===== src/rtl/vz_image_loader.sv =====
// VZ snapshot loader: parses the 24-byte VZ header from the ioctl download
// stream, writes the payload into system RAM at the header load address and,
// for BASIC images, patches the BASIC start/end pointers. The CPU is held for
// the whole load; done/error are sticky status flags for the OSD/autostart.
module vz_image_loader #(
  parameter logic [7:0]  INDEX     = 8'd1,
  parameter logic [15:0] PTR_START = 16'h78A4,
  parameter logic [15:0] PTR_END   = 16'h78F9
) (
  input  logic        clk_sys,
  input  logic        reset,
  input  logic        dn_download,
  input  logic        dn_wr,
  input  logic [15:0] dn_addr,
  input  logic [7:0]  dn_data,
  input  logic [7:0]  dn_index,
  output logic [15:0] mem_addr,
  output logic [7:0]  mem_dout,
  output logic        mem_we,
  output logic        cpu_hold,
  output logic        busy,
  output logic        done,
  output logic        error,
  output logic [7:0]  file_type,
  output logic [15:0] start_addr,
  output logic [15:0] end_addr
);

  localparam logic [15:0] HdrLen    = 16'd24;
  localparam logic [7:0]  TypeBasic = 8'hF0;
  localparam logic [7:0]  TypeBin   = 8'hF1;

  typedef enum logic [2:0] {
    StIdle,
    StHeader,
    StData,
    StPatch,
    StDone,
    StError
  } state_e;

  state_e      state_q, state_d;
  logic        dl_q;
  logic [7:0]  file_type_q, file_type_d;
  logic [15:0] start_q, start_d;
  logic [15:0] end_q, end_d;
  logic [15:0] len_q, len_d;
  logic [15:0] mem_addr_q, mem_addr_d;
  logic [7:0]  mem_dout_q, mem_dout_d;
  logic        mem_we_q, mem_we_d;
  logic [1:0]  patch_idx_q, patch_idx_d;
  logic        done_q, done_d;
  logic        error_q, error_d;

  logic        dl_rise, dl_fall;
  logic        hdr_wr, data_wr, hdr_last, hdr_bad;
  logic [15:0] offset, offset_p1;
  logic [15:0] patch_addr;
  logic [7:0]  patch_data;
  state_e      end_state;

  assign dl_rise   = dn_download & ~dl_q;
  assign dl_fall   = ~dn_download & dl_q;
  assign hdr_wr    = dn_wr && (dn_addr < HdrLen);
  assign data_wr   = dn_wr && (dn_addr >= HdrLen);
  assign hdr_last  = hdr_wr && (dn_addr == 16'd23);
  assign offset    = dn_addr - HdrLen;
  assign offset_p1 = offset + 16'd1;
  // BASIC images need their pointers patched after the payload lands
  assign end_state = (file_type_q == TypeBasic) ? StPatch : StDone;

  // Validate the header byte presented this cycle (magic, version, type)
  always_comb begin
    hdr_bad = 1'b0;
    case (dn_addr)
      16'd0:   hdr_bad = (dn_data != 8'h56);
      16'd1:   hdr_bad = (dn_data != 8'h5A);
      16'd2:   hdr_bad = (dn_data != 8'h46);
      16'd3:   hdr_bad = (dn_data != 8'h30) && (dn_data != 8'h4F);
      16'd21:  hdr_bad = (dn_data != TypeBasic) && (dn_data != TypeBin);
      default: hdr_bad = 1'b0;
    endcase
  end

  // Select the pointer byte written in each PATCH cycle
  always_comb begin
    patch_addr = PTR_START;
    patch_data = start_q[7:0];
    unique case (patch_idx_q)
      2'd0: begin
        patch_addr = PTR_START;
        patch_data = start_q[7:0];
      end
      2'd1: begin
        patch_addr = PTR_START + 16'd1;
        patch_data = start_q[15:8];
      end
      2'd2: begin
        patch_addr = PTR_END;
        patch_data = end_q[7:0];
      end
      2'd3: begin
        patch_addr = PTR_END + 16'd1;
        patch_data = end_q[15:8];
      end
      default: ;
    endcase
  end

  // Next-state logic: header parse, payload writes, pointer patch, status
  always_comb begin
    state_d     = state_q;
    file_type_d = file_type_q;
    start_d     = start_q;
    end_d       = end_q;
    len_d       = len_q;
    mem_addr_d  = mem_addr_q;
    mem_dout_d  = mem_dout_q;
    mem_we_d    = 1'b0;
    patch_idx_d = patch_idx_q;
    done_d      = done_q;
    error_d     = error_q;

    unique case (state_q)
      StHeader: begin
        if (hdr_wr) begin
          if (dn_addr == 16'd21) file_type_d = dn_data;
          if (dn_addr == 16'd22) start_d[7:0] = dn_data;
          if (dn_addr == 16'd23) start_d[15:8] = dn_data;
        end
        if (hdr_wr && hdr_bad) begin
          state_d = StError;
        end else if (hdr_last) begin
          // A fall coinciding with the last header byte is an empty payload
          state_d     = dl_fall ? end_state : StData;
          end_d       = {dn_data, start_q[7:0]};
          len_d       = 16'd0;
          patch_idx_d = 2'd0;
        end else if (dl_fall) begin
          state_d = StError;
        end
      end
      StData: begin
        if (data_wr) begin
          mem_addr_d = start_q + offset;
          mem_dout_d = dn_data;
          mem_we_d   = 1'b1;
          // end_addr follows the highest offset seen, not merely the last one
          if (offset_p1 > len_q) begin
            len_d = offset_p1;
            end_d = start_q + offset_p1;
          end
        end
        if (dl_fall) begin
          state_d     = end_state;
          patch_idx_d = 2'd0;
        end
      end
      StPatch: begin
        mem_addr_d  = patch_addr;
        mem_dout_d  = patch_data;
        mem_we_d    = 1'b1;
        patch_idx_d = patch_idx_q + 2'd1;
        if (patch_idx_q == 2'd3) state_d = StDone;
      end
      default: ;
    endcase

    if (state_d == StDone && state_q != StDone) begin
      done_d  = 1'b1;
      error_d = 1'b0;
    end
    if (state_d == StError && state_q != StError) begin
      done_d  = 1'b0;
      error_d = 1'b1;
    end

    // A new download overrides whatever was in progress
    if (dl_rise) begin
      if (dn_index == INDEX) begin
        state_d     = StHeader;
        done_d      = 1'b0;
        error_d     = 1'b0;
        file_type_d = 8'h00;
        start_d     = 16'h0000;
        end_d       = 16'h0000;
        len_d       = 16'h0000;
      end else begin
        state_d = StIdle;
      end
      mem_we_d = 1'b0;
    end
  end

  // State and output registers with synchronous reset
  always_ff @(posedge clk_sys) begin
    if (reset) begin
      state_q     <= StIdle;
      // Track the live level so a download already running at reset is ignored
      dl_q        <= dn_download;
      file_type_q <= 8'h00;
      start_q     <= 16'h0000;
      end_q       <= 16'h0000;
      len_q       <= 16'h0000;
      mem_addr_q  <= 16'h0000;
      mem_dout_q  <= 8'h00;
      mem_we_q    <= 1'b0;
      patch_idx_q <= 2'd0;
      done_q      <= 1'b0;
      error_q     <= 1'b0;
    end else begin
      state_q     <= state_d;
      dl_q        <= dn_download;
      file_type_q <= file_type_d;
      start_q     <= start_d;
      end_q       <= end_d;
      len_q       <= len_d;
      mem_addr_q  <= mem_addr_d;
      mem_dout_q  <= mem_dout_d;
      mem_we_q    <= mem_we_d;
      patch_idx_q <= patch_idx_d;
      done_q      <= done_d;
      error_q     <= error_d;
    end
  end

  // Keep the CPU held until the final registered write has reached RAM
  assign busy = (state_q == StHeader) || (state_q == StData) || (state_q == StPatch) ||
                mem_we_q;
  assign cpu_hold   = busy;
  assign mem_addr   = mem_addr_q;
  assign mem_dout   = mem_dout_q;
  assign mem_we     = mem_we_q;
  assign done       = done_q;
  assign error      = error_q;
  assign file_type  = file_type_q;
  assign start_addr = start_q;
  assign end_addr   = end_q;

endmodule


===== config.mk =====
export PLATFORM = sky130hd
export DESIGN_NAME = vz_image_loader
export DESIGN_NICKNAME = d
export VERILOG_FILES = /design/src/rtl/vz_image_loader.sv
export SDC_FILE = /design/constraint.sdc
export NUM_CORES = 1
export LEC_CHECK = 0
export BUFFER_PORTS_ARGS = -buffer_cell sky130_fd_sc_hd__buf_2
export CAP_MARGIN = 40
export CORE_ASPECT_RATIO = 1.5
export CORE_MARGIN = 2
export CORE_UTILIZATION = 30
export CTS_CLUSTER_DIAMETER = 150
export DETAILED_ROUTE_END_ITERATION = 16
export GPL_TIMING_DRIVEN = 0
export PLACE_DENSITY_LB_ADDON = 0.05
export RECOVER_POWER = 50
export SYNTH_ARGS = -nofsm -noshare
export SYNTH_HDL_FRONTEND = slang
export SYNTH_SLANG_ARGS = --single-unit

===== constraint.sdc =====
create_clock -name clk_sys -period 14.4 [get_ports clk_sys]
set_input_delay 2.88 -clock clk_sys [delete_from_list [all_inputs] [get_ports clk_sys]]
set_output_delay 2.88 -clock clk_sys [all_outputs]
set_load 0.005 [all_outputs]

==> results.py, run 1 <==
metrics = {
    "pwr": {
        "p_sw_mw": 0.1621,
        "clkPwrFrac_pct": 41.8,
        "switching_share_pct": 29.08,
        "p_leak_nw": 2.823,
        "p_seq_share_pct": 44.2,
        "peakVddDrop_mv": 0.05221,
        "combPwrFrac_pct": 14.0,
        "intPower_mw": 0.3953,
        "power.density_nw_per_um2": 74.11,
    },
    "synthesis": {
        "synth_edf_count": 0,
        "yosysTopAreaCell": "dfxtp_1",
        "syn-cell-area_um2": 6506,
        "async_reset_ff_share_pct": 0,
        "synth_flop_cell": "dfxtp_1",
        "syn_inst": 818,
        "syn_nets": 912,
        "synthMostInstantiatedCell": "nand2_1",
        "netlist.area_leader.share_pct": 27.38,
        "synth_area_per_cell_um2": 7.954,
        "synth.top_cells.by_count": "nand2_1, dfxtp_1, nor2_1",
        "ys_seq_area_share_pct": 27.38,
        "yosys-top-cells-area": "dfxtp_1, ha_1, a21oi_1",
        "ys_seq_elements": 89,
        "yosysUniqueCellTypes": 80,
        "synth_warnings": 0,
    },
    "timing": {
        "fin_crit_sh_pct": 51.57,
        "hold_viol": 0,
        "setup_viol": 0,
        "max_freq_mhz": 134.7,
        "post-route-min-period_ns": 7.426,
        "max_slew_margin_pct": 34.07,
        "rsz0062_at_grt": "no",
        "finalSetupTns_ns": 0,
        "worstMarginPinSlew_ns": 0.9786,
        "finalMaxSlewViolations": 0,
        "fin_skew_ns": 0.01256,
    },
    "floorplan": {
        "ios": 105,
        "die_h_um": 184.4,
        "dieArea_um2": 22910,
        "start_util_pct": 30.30,
        "row_count": 66,
        "fp.coreArea_um2": 21470,
        "die_w_um": 124.2,
    },
    "route": {
        "drc": 0,
        "drt_iter0_drc": 493,
        "wire_per_inst_um": 21.50,
        "vias": 6505,
        "first_pass_iters": 8,
        "routed_wl_mm": 25.83,
        "final_antenna_net_count": 0,
        "viasPerCell": 5.416,
    },
    "setup_path": {
        "cp_slowest_cell": "or4_4",
        "max_stage_delay_ns": 0.59,
        "reg2reg_slack_ns": 10.61,
        "r2r-end": "end_addr[14]",
        "path_cells": "buf_2, ha_1, clkbuf_1, nor4_4, nor2_1, or4_4, nor2_1, nand2_1, xnor2_1, ha_1, and4_1, nand3_1, a311o_1, o2111ai_1, and4_1, buf_2, buf_1, nand2_1, a21oi_1",
        "arrival_ns": 7.71,
        "worstSetupPathType": "input pin to register",
        "r2r_start": "start_addr[0]",
        "cp-start-kind": "input pin",
        "required_ns": 14.68,
        "cp-end-kind": "register",
        "r2r_cells": 11,
        "crit_fanout": 10,
    },
    "cells_and_area": {
        "diodes": 0,
        "seqCellArea_um2": 1782,
        "area_delta_synth_final_pct": 15.60,
        "fill_cells": 2393,
        "multi_input_area_um2": 4319,
        "final_util_pct": 35.03,
        "final_cell_area_um2": 7521,
        "fin_cells": 1201,
        "drive_gt1_share_pct": 13.67,
        "nets": 1018,
    },
    "cts": {
        "cts_tree": "yes",
        "insertion_delay_ns": 0.37,
        "path_clk_slew_ns": 0.07,
        "cts_buffer_depth": 2,
        "clock-root-buffer": "clkbuf_16",
        "cts_resized": 0,
        "cts.sinks": 89,
        "cts_max_level": 3,
        "hold_buffers": 0,
        "numCtsBuffers": 9,
        "cts_setup_buffers": 0,
    },
    "grt": {
        "track_usage_pct": 22.44,
        "antenna_found_initial": 0,
        "grt_pass1_wl_mm": 39.09,
        "overflow": 0,
        "grt_pass1_vias": 6485,
        "grt_max_degree": 15,
    },
    "worst_hold_path": {
        "hold_end": "mem_addr[2]",
        "hold_class": "register to register",
        "hold_depth": 2,
        "hp-start": "mem_addr[2]",
    },
    "status": {
        "outcome": "finished clean",
    },
    "placed_design": {
        "gp_congestion": 0.9101,
        "dp_cells": 1185,
        "dp_hpwl_mm": 20.47,
        "io_buffers": 95,
        "place_area_um2": 7322,
    },
    "run": {
        "max_cap_violations": 0,
    },
}
## layer usage
metal | track usage [%] | vias up | part of all wire, %
li1 | - | 3193 | -
met1 | 27.12 | 3066 | 42
met2 | 39.28 | 197 | 49
met3 | 3.193 | 49 | 5.1
met4 | 10.38 | 0 | 4.2
met5 | 0 | - | 0
## power groups by stage
| stage | clock, mW | sequential (mW) | combinational [mW] |
|---|---|---|---|
| final | 0.233 | 0.246 | 0.0780 |
| after global routing | 0.246 | 0.246 | 0.0864 |
| after CTS | 0.237 | 0.246 | 0.0786 |
| after detailed placement | 0 | 0.252 | 0.0782 |
| after global placement | 0 | 0.252 | 0.0785 |
| after floorplan | 0 | 0.252 | 0.0495 |
## worst max-delay path by stage
stage	cells after the start	startpoint	end
after floorplan	17	dn_addr[3]	len_q[10]
after global placement	19	dn_addr[3]	len_q[9]
after detailed placement	19	dn_addr[3]	len_q[0]
after CTS	19	dn_addr[3]	len_q[0]
after global routing	19	dn_addr[3]	len_q[4]
final	19	dn_addr[3]	len_q[9]
## layout by cell type, fill, tap and decap left out, types with 7 or more instances in the layout
cell / count
nand4_1: 7
buf_2: 68
a211oi_1: 13
nand2_1: 91
nor2_1: 78
a31oi_1: 7
or2_2: 8
xnor2_1: 30
nand2b_1: 11
o21ai_0: 44
nor3_1: 23
a21oi_1: 71
clkbuf_16: 9
xor2_1: 11
ha_1: 56
a22oi_1: 19
nor2b_1: 9
clkbuf_1: 59
nand3_1: 30
dfxtp_1: 89
a222oi_1: 15
inv_1: 37
## worst max-delay path: cells and delay by family
kind	cells	cell delay, ns
simple gates	9	2.27
buf+inv	4	1.05
fa+ha+maj	2	0.42
xor+xnor	1	0.36
compound gates	3	0.72
## state kept, by name, summed over array words and instances (netlist names)
| signal | count |
|---|---|
| dl_q | 1 |
| mem_dout | 8 |
| done | 1 |
| state_q | 3 |
| start_addr | 16 |
| file_type | 8 |
| end_addr | 16 |
| len_q | 16 |
| error | 1 |
| mem_we | 1 |
| patch_idx_q | 2 |
| mem_addr | 16 |
## kinds of logic (layout without fill, tap and decap cells)
logic type / after synthesis / after routing / share of synthesized area [%]
fa+ha+maj: 58 / 58 / 11.38
flops: 89 / 89 / 27.38
compound gates: 231 / 231 / 24.33
buf+inv: 83 / 194 / 5.846
mux: 7 / 7 / 1.096
xor+xnor: 42 / 42 / 5.769
simple gates: 308 / 308 / 24.19
## metrics by stage
step	power (mW)	setup slack, ns	hold WS (ns)
after detailed placement	0.3301	6.537	0.4460
after global placement	0.3303	6.512	0.4530
after floorplan	0.3014	7.750	0.4479
after CTS	0.5621	6.903	0.4556
after global routing	0.5787	6.516	0.4826
final	0.5574	6.974	0.4553
## cell type report
type / instances / area share, %
Inverter: 37 / 1.847
Sequential cell: 89 / 23.69
Clock buffer: 12 / 3.277
Tap cell: 272 / 4.525
Buffer: 46 / 3.078
Multi-Input combinational cell: 646 / 57.43
Clock inverter: 4 / 0.3826
Timing Repair Buffer: 95 / 5.773
No activity file was read; power rests on OpenSTA's default activity.
==> run 2, diff against run 1 <==
--- a/config.mk
+++ b/config.mk
@@ -5,6 +5,7 @@
 export SDC_FILE = /design/constraint.sdc
 export NUM_CORES = 1
 export LEC_CHECK = 0
+export ABC_AREA = 1
 export BUFFER_PORTS_ARGS = -buffer_cell sky130_fd_sc_hd__buf_2
 export CAP_MARGIN = 40
 export CORE_ASPECT_RATIO = 1.5
==> constraint.sdc (replaced) <==
create_clock -name clk_sys -period 6 [get_ports clk_sys]
set_input_delay 1.2 -clock clk_sys [delete_from_list [all_inputs] [get_ports clk_sys]]
set_output_delay 1.2 -clock clk_sys [all_outputs]
set_load 0.005 [all_outputs]
==> run 2 against run 1 <==
Hold slack worse by 0.0067 ns. Wire length grew 11%. Power rose to 2.5 times the previous value. Synthesized area is 6.6% higher. Setup slack lost 6.3 ns. Die area rose by 6.4%. Clock power rose to 2.7 times the previous value. Final cell count is 22% higher. Critical path depth rose by 2. Critical endpoint is now end_addr[14]. Largest power group is now clock. Highest routed layer unchanged.
==> results.py, run 2 <==
metrics = {
    "status": {
        "outcome": "finished clean",
    },
    "setup_path": {
        "cp-start-kind": "input pin",
        "reg2reg_slack_ns": 2.95,
        "crit_fanout": 10,
        "arrival_ns": 5.58,
        "required_ns": 6.22,
        "worstSetupPathType": "input pin to register",
        "cp-end-kind": "register",
        "r2r_start": "len_q[15]",
        "r2r_cells": 10,
        "r2r-end": "end_addr[14]",
    },
    "cells_and_area": {
        "layout.cells.most_common": "nand2_1",
        "drive_gt1_share_pct": 12.50,
        "area_delta_synth_final_pct": 15.98,
        "fill_cells": 2584,
        "nets": 1273,
        "layout_common_cells": "nand2_1, inv_1, a21oi_1, nor2_1, dfxtp_1",
        "multi_input_area_um2": 4362,
        "seqCellArea_um2": 1782,
        "diodes": 0,
    },
    "worst_hold_path": {
        "hold_class": "register to register",
        "hp-start": "done",
        "hold_end": "done",
        "hold_depth": 2,
    },
    "synthesis": {
        "async_reset_ff_share_pct": 0,
        "synthMostInstantiatedCell": "nand2_1",
        "syn-cell-area_um2": 6935,
        "synth_area_per_cell_um2": 6.512,
        "synth_edf_count": 0,
        "syn_inst": 1065,
        "syn_nets": 1159,
        "synth_flop_cell": "dfxtp_1",
        "yosysUniqueCellTypes": 50,
        "synth_warnings": 0,
        "yosys-top-cells-area": "dfxtp_1, nand2_1, ha_1",
        "yosysTopAreaCell": "dfxtp_1",
        "ys_seq_elements": 89,
        "synth.top_cells.by_count": "nand2_1, inv_1, a21oi_1",
        "netlist.area_leader.share_pct": 25.69,
        "ys_seq_area_share_pct": 25.69,
    },
    "timing": {
        "max_slew_margin_pct": 42.88,
        "finalMaxSlewViolations": 0,
        "fin_skew_ns": 0.01978,
        "worstMarginPinSlew_ns": 0.8490,
        "finalSetupTns_ns": 0,
        "fin_crit_sh_pct": 89.28,
        "rsz0062_at_grt": "no",
        "setup_viol": 0,
        "post-route-min-period_ns": 5.357,
        "hold_slack_ns": 0.4486,
        "hold_viol": 0,
        "max_freq_mhz": 186.7,
    },
    "cts": {
        "insertion_delay_ns": 0.37,
        "cts_buffer_depth": 2,
        "cts_setup_buffers": 0,
        "cts.sinks": 89,
        "cts_resized": 0,
        "hold_buffers": 0,
        "numCtsBuffers": 9,
        "clock-root-buffer": "clkbuf_16",
        "path_clk_slew_ns": 0.07,
        "cts_tree": "yes",
        "cts_max_level": 3,
    },
    "pwr": {
        "intPower_mw": 0.9873,
        "p_leak_nw": 3.510,
        "p_seq_share_pct": 41.9,
        "clkPwrFrac_pct": 44.5,
        "p_sw_mw": 0.4218,
        "combPwrFrac_pct": 13.6,
        "switching_share_pct": 29.93,
        "peakVddDrop_mv": 0.1349,
        "power.density_nw_per_um2": 175.2,
    },
    "route": {
        "vias": 7454,
        "drc": 0,
        "first_pass_iters": 5,
        "wire_per_inst_um": 19.50,
        "routed_wl_mm": 28.54,
        "final_antenna_net_count": 0,
        "viasPerCell": 5.092,
        "drt_iter0_drc": 367,
    },
    "floorplan": {
        "die_w_um": 128.1,
        "fp.coreArea_um2": 22890,
        "start_util_pct": 30.30,
        "dieArea_um2": 24380,
        "ios": 105,
        "row_count": 68,
        "die_h_um": 190.2,
    },
    "placed_design": {
        "dp_hpwl_mm": 23.27,
        "io_buffers": 103,
        "gp_congestion": 0.8602,
    },
    "grt": {
        "grt_pass1_vias": 7392,
        "overflow": 0,
        "grt_max_degree": 17,
        "grt_pass1_wl_mm": 43.13,
        "track_usage_pct": 23.77,
        "antenna_found_initial": 0,
    },
    "run": {
        "max_cap_violations": 0,
    },
}
run 2: cell type report:
type | count | area share, %
Sequential cell | 89 | 22.15
Clock inverter | 6 | 0.9022
Multi-Input combinational cell | 779 | 54.22
Clock buffer | 10 | 2.971
Timing Repair Buffer | 103 | 5.973
Buffer | 30 | 1.633
Tap cell | 280 | 4.355
Inverter | 167 | 7.793
run 2: kinds of logic (layout without fill, tap and decap cells):
group,count (synthesis),after routing,share of synthesized area [%]
DFF,89,89,25.69
AOI/OAI and AO/OA,271,271,22.55
buffers and inverters,197,316,11.08
xor gates and xnor gates,29,29,3.879
and+or+nand+nor,421,421,26.12
adders and majority gates,58,58,10.68
run 2: power by group through the flow:
| stage | clock network (mW) | registers, mW | logic, mW |
|---|---|---|---|
| after floorplan | 0 | 0.604 | 0.119 |
| after global placement | 0 | 0.604 | 0.193 |
| after detailed placement | 0 | 0.604 | 0.192 |
| after CTS | 0.639 | 0.590 | 0.193 |
| after global routing | 0.658 | 0.590 | 0.215 |
| final | 0.627 | 0.591 | 0.192 |
run 2: stage by stage:
stage	worst slack [ns]	total power [mW]	cells	instance area (µm²)	utilization, %
2_1_floorplan	1.748	0.7231	1065	6935	-
3_3_place_gp	0.3001	0.7970	1448	7801	34.09
3_5_place_dp	0.3096	0.7964	1448	7801	34.09
4_1_cts	0.6929	1.423	1464	8113	35.45
5_1_grt	0.3521	1.463	1464	8044	35.15
6_report	0.6430	1.409	1464	8044	35.15
run 2: critical path: stages:
cell and delay (ns):
buf_2 0.19, ha_1 0.30, inv_1 0.10, nor2_2 0.18, nand2_1 0.11, nor3_2 0.21
nand2_1 0.10, nor2_1 0.21, nand2_1 0.11, nor2_1 0.13, xor2_1 0.16, inv_1 0.11
ha_1 0.28, nand4_1 0.13, nor4_1 0.62, a41oi_1 0.30, nand2_1 0.34, clkbuf_1 0.46
a21oi_1 0.15, o21ai_1 0.11, a21oi_1 0.07
run 2: worst max-delay path by stage:
stage / from / endpoint / slack, ns
detailed placement: dn_addr[0] / end_addr[14] / 0.31
finish: dn_addr[0] / end_addr[14] / 0.64
global route: dn_addr[0] / end_addr[2] / 0.35
CTS: dn_addr[0] / end_addr[14] / 0.69
floorplan: dn_addr[3] / end_addr[2] / 1.75
global placement: dn_addr[0] / end_addr[14] / 0.30
run 2: per-layer routing:
layer | share of wire (%) | global-route usage (%) | up-vias
met2 | 49 | 42.02 | 166
met4 | 4.8 | 12.30 | 0
met3 | 3.4 | 2.722 | 59
li1 | - | - | 3794
met5 | 0 | 0 | -
met1 | 43 | 28.04 | 3435
==> run 3, diff against run 2 <==
==> constraint.sdc (replaced) <==
create_clock -name clk_sys -period 4.5 [get_ports clk_sys]
set_input_delay 0.9 -clock clk_sys [delete_from_list [all_inputs] [get_ports clk_sys]]
set_output_delay 0.9 -clock clk_sys [all_outputs]
set_load 0.005 [all_outputs]
==> run 3 against run 2 <==
Non-clock buffer count increased by 3. Sequential cell count unchanged. Utilization increased by 0.57 points. Hold slack about the same. Die area unchanged. Combinational power increased by 39%. Critical endpoint is now end_addr[10]. Largest power group unchanged.
==> results.py, run 3 (synthesis results as in run 2) <==
metrics = {
    "cells_and_area": {
        "fin_cells": 1467,
        "layout_common_cells": "nand2_1, inv_1, a21oi_1, nor2_1, dfxtp_1",
        "multi_input_area_um2": 4457,
        "seqCellArea_um2": 1782,
        "layout.cells.most_common": "nand2_1",
        "area_delta_synth_final_pct": 17.88,
        "diodes": 0,
        "nets": 1276,
        "fill_cells": 2588,
        "drive_gt1_share_pct": 14.15,
    },
    "floorplan": {
        "fp.coreArea_um2": 22890,
        "ios": 105,
        "row_count": 68,
        "dieArea_um2": 24380,
        "die_w_um": 128.1,
        "die_h_um": 190.2,
        "start_util_pct": 30.30,
    },
    "grt": {
        "antenna_found_initial": 0,
        "grt_max_degree": 17,
        "grt_pass1_wl_mm": 43.13,
        "overflow": 0,
        "track_usage_pct": 23.77,
        "grt_pass1_vias": 7392,
    },
    "setup_path": {
        "path_cells": "buf_2, ha_1, xor2_1, or2_1, nor2_2, nand2_1, nor2_2, nand3_1, nor2_2, nand2_1, xnor2_2, ha_1, nand4_1, nor4_4, a41oi_2, nand2_2, nand2_1, buf_2, nor2_1, nor2_1, a21oi_1",
        "cp-startpoint": "dn_addr[3]",
        "cp-start-kind": "input pin",
        "crit_family": "simple AND/OR/NAND/NOR gates",
        "max_stage_delay_ns": 0.32,
        "cp-end-kind": "register",
        "arrival_ns": 4.50,
        "worst-path-buf-inv": 2,
        "r2r_start": "start_addr[1]",
        "crit_fanout": 10,
        "required_ns": 4.79,
        "cp_slowest_cell": "ha_1",
        "worstSetupPathType": "input pin to register",
    },
    "cts": {
        "path_clk_slew_ns": 0.07,
        "cts_tree": "yes",
        "clock-root-buffer": "clkbuf_16",
        "cts_max_level": 3,
        "numCtsBuffers": 9,
        "cts.sinks": 89,
        "insertion_delay_ns": 0.37,
        "cts_buffer_depth": 2,
    },
    "timing": {
        "post-route-min-period_ns": 4.219,
        "max_slew_margin_pct": 42.48,
        "max_freq_mhz": 237.0,
        "finalSetupTns_ns": 0,
        "layout_setup_ws_ns": 0.2807,
        "hold_viol": 0,
        "rsz0062_at_grt": "no",
        "fin_skew_ns": 0.01674,
        "setup_viol": 0,
        "worstMarginPinSlew_ns": 0.8549,
        "finalMaxSlewViolations": 0,
        "fin_crit_sh_pct": 93.76,
    },
    "worst_hold_path": {
        "hp-start": "done",
        "hold_class": "register to register",
    },
    "placed_design": {
        "dp_hpwl_mm": 23.27,
        "gp_congestion": 0.8602,
        "dp_slack_ns": -0.8904,
        "io_buffers": 103,
        "dp_cells": 1448,
    },
    "route": {
        "drc": 0,
        "first_pass_iters": 5,
        "wire_per_inst_um": 19.48,
        "vias": 7516,
        "viasPerCell": 5.123,
        "final_antenna_net_count": 0,
        "routed_wl_mm": 28.58,
        "drt_iter0_drc": 373,
    },
    "pwr": {
        "peakVddDrop_mv": 0.1801,
        "power.density_nw_per_um2": 231.3,
        "p_leak_nw": 3.563,
    },
    "status": {
        "outcome": "finished clean",
    },
    "run": {
        "max_cap_violations": 0,
    },
}
[run 3: cell type report]
| cell class | instances | share of cell area, % |
|---|---|---|
| Multi-Input combinational cell | 779 | 54.51 |
| Timing Repair Buffer | 106 | 6.152 |
| Clock buffer | 10 | 2.923 |
| Clock inverter | 6 | 0.8877 |
| Sequential cell | 89 | 21.79 |
| Buffer | 30 | 1.760 |
| Tap cell | 280 | 4.285 |
| Inverter | 167 | 7.683 |
[run 3: worst register-to-register path: cells and delay by family (launching register included)]
family                   cells  cell delay, ns
AO/OA/AOI/OAI                4            0.67
adder cells (fa/ha/maj)      1            0.47
flip-flops                   1            0.61
AND/OR/NAND/NOR              6            0.78
buffers and inverters        1            0.23
[run 3: power by group]
part / total (mW) / switching (mW) / internal (mW)
clock network: 0.837 / 0.384 / 0.454
registers: 0.787 / 0.000123 / 0.787
logic: 0.266 / 0.185 / 0.0804
[run 3: final timing paths]
check	endpoint	slack, ns	cells after the start
setup reg to reg	mem_addr[10]	1.58	12
hold / removal	done	0.45	2
hold reg to reg	done	0.45	2
setup / recovery	end_addr[10]	0.28	21
[run 3: timing repair]
| action | CTS | global route |
|---|---|---|
| hold buffers | 0 | 0 |
| endpoints found under the setup margin | 32 | 32 |
| setup buffers | 0 | 3 |
| resized for setup | 5 | 13 |
| pin swaps | 0 | 4 |
[run 3: layer usage]
metal | wire [µm] | up-vias | global-route usage (%)
met3 | 1065 | 62 | 2.722
met2 | 14050 | 178 | 42.02
met4 | 1470 | 0 | 12.30
met1 | 12000 | 3476 | 28.04
met5 | 0 | - | 0
li1 | - | 3800 | -
[run 3: stage by stage]
| step | hold WS [ns] | cell area, µm² | total power [mW] | util [%] |
|---|---|---|---|---|
| final | 0.4486 | 8175 | 1.891 | 35.72 |
| after global routing | 0.4731 | 8175 | 1.961 | 35.72 |
| after CTS | 0.4547 | 8133 | 1.899 | 35.53 |
| after detailed placement | 0.4427 | 7801 | 1.062 | 34.09 |
| after global placement | 0.4373 | 7801 | 1.063 | 34.09 |
| after floorplan | 0.4409 | 6935 | 0.9642 | - |
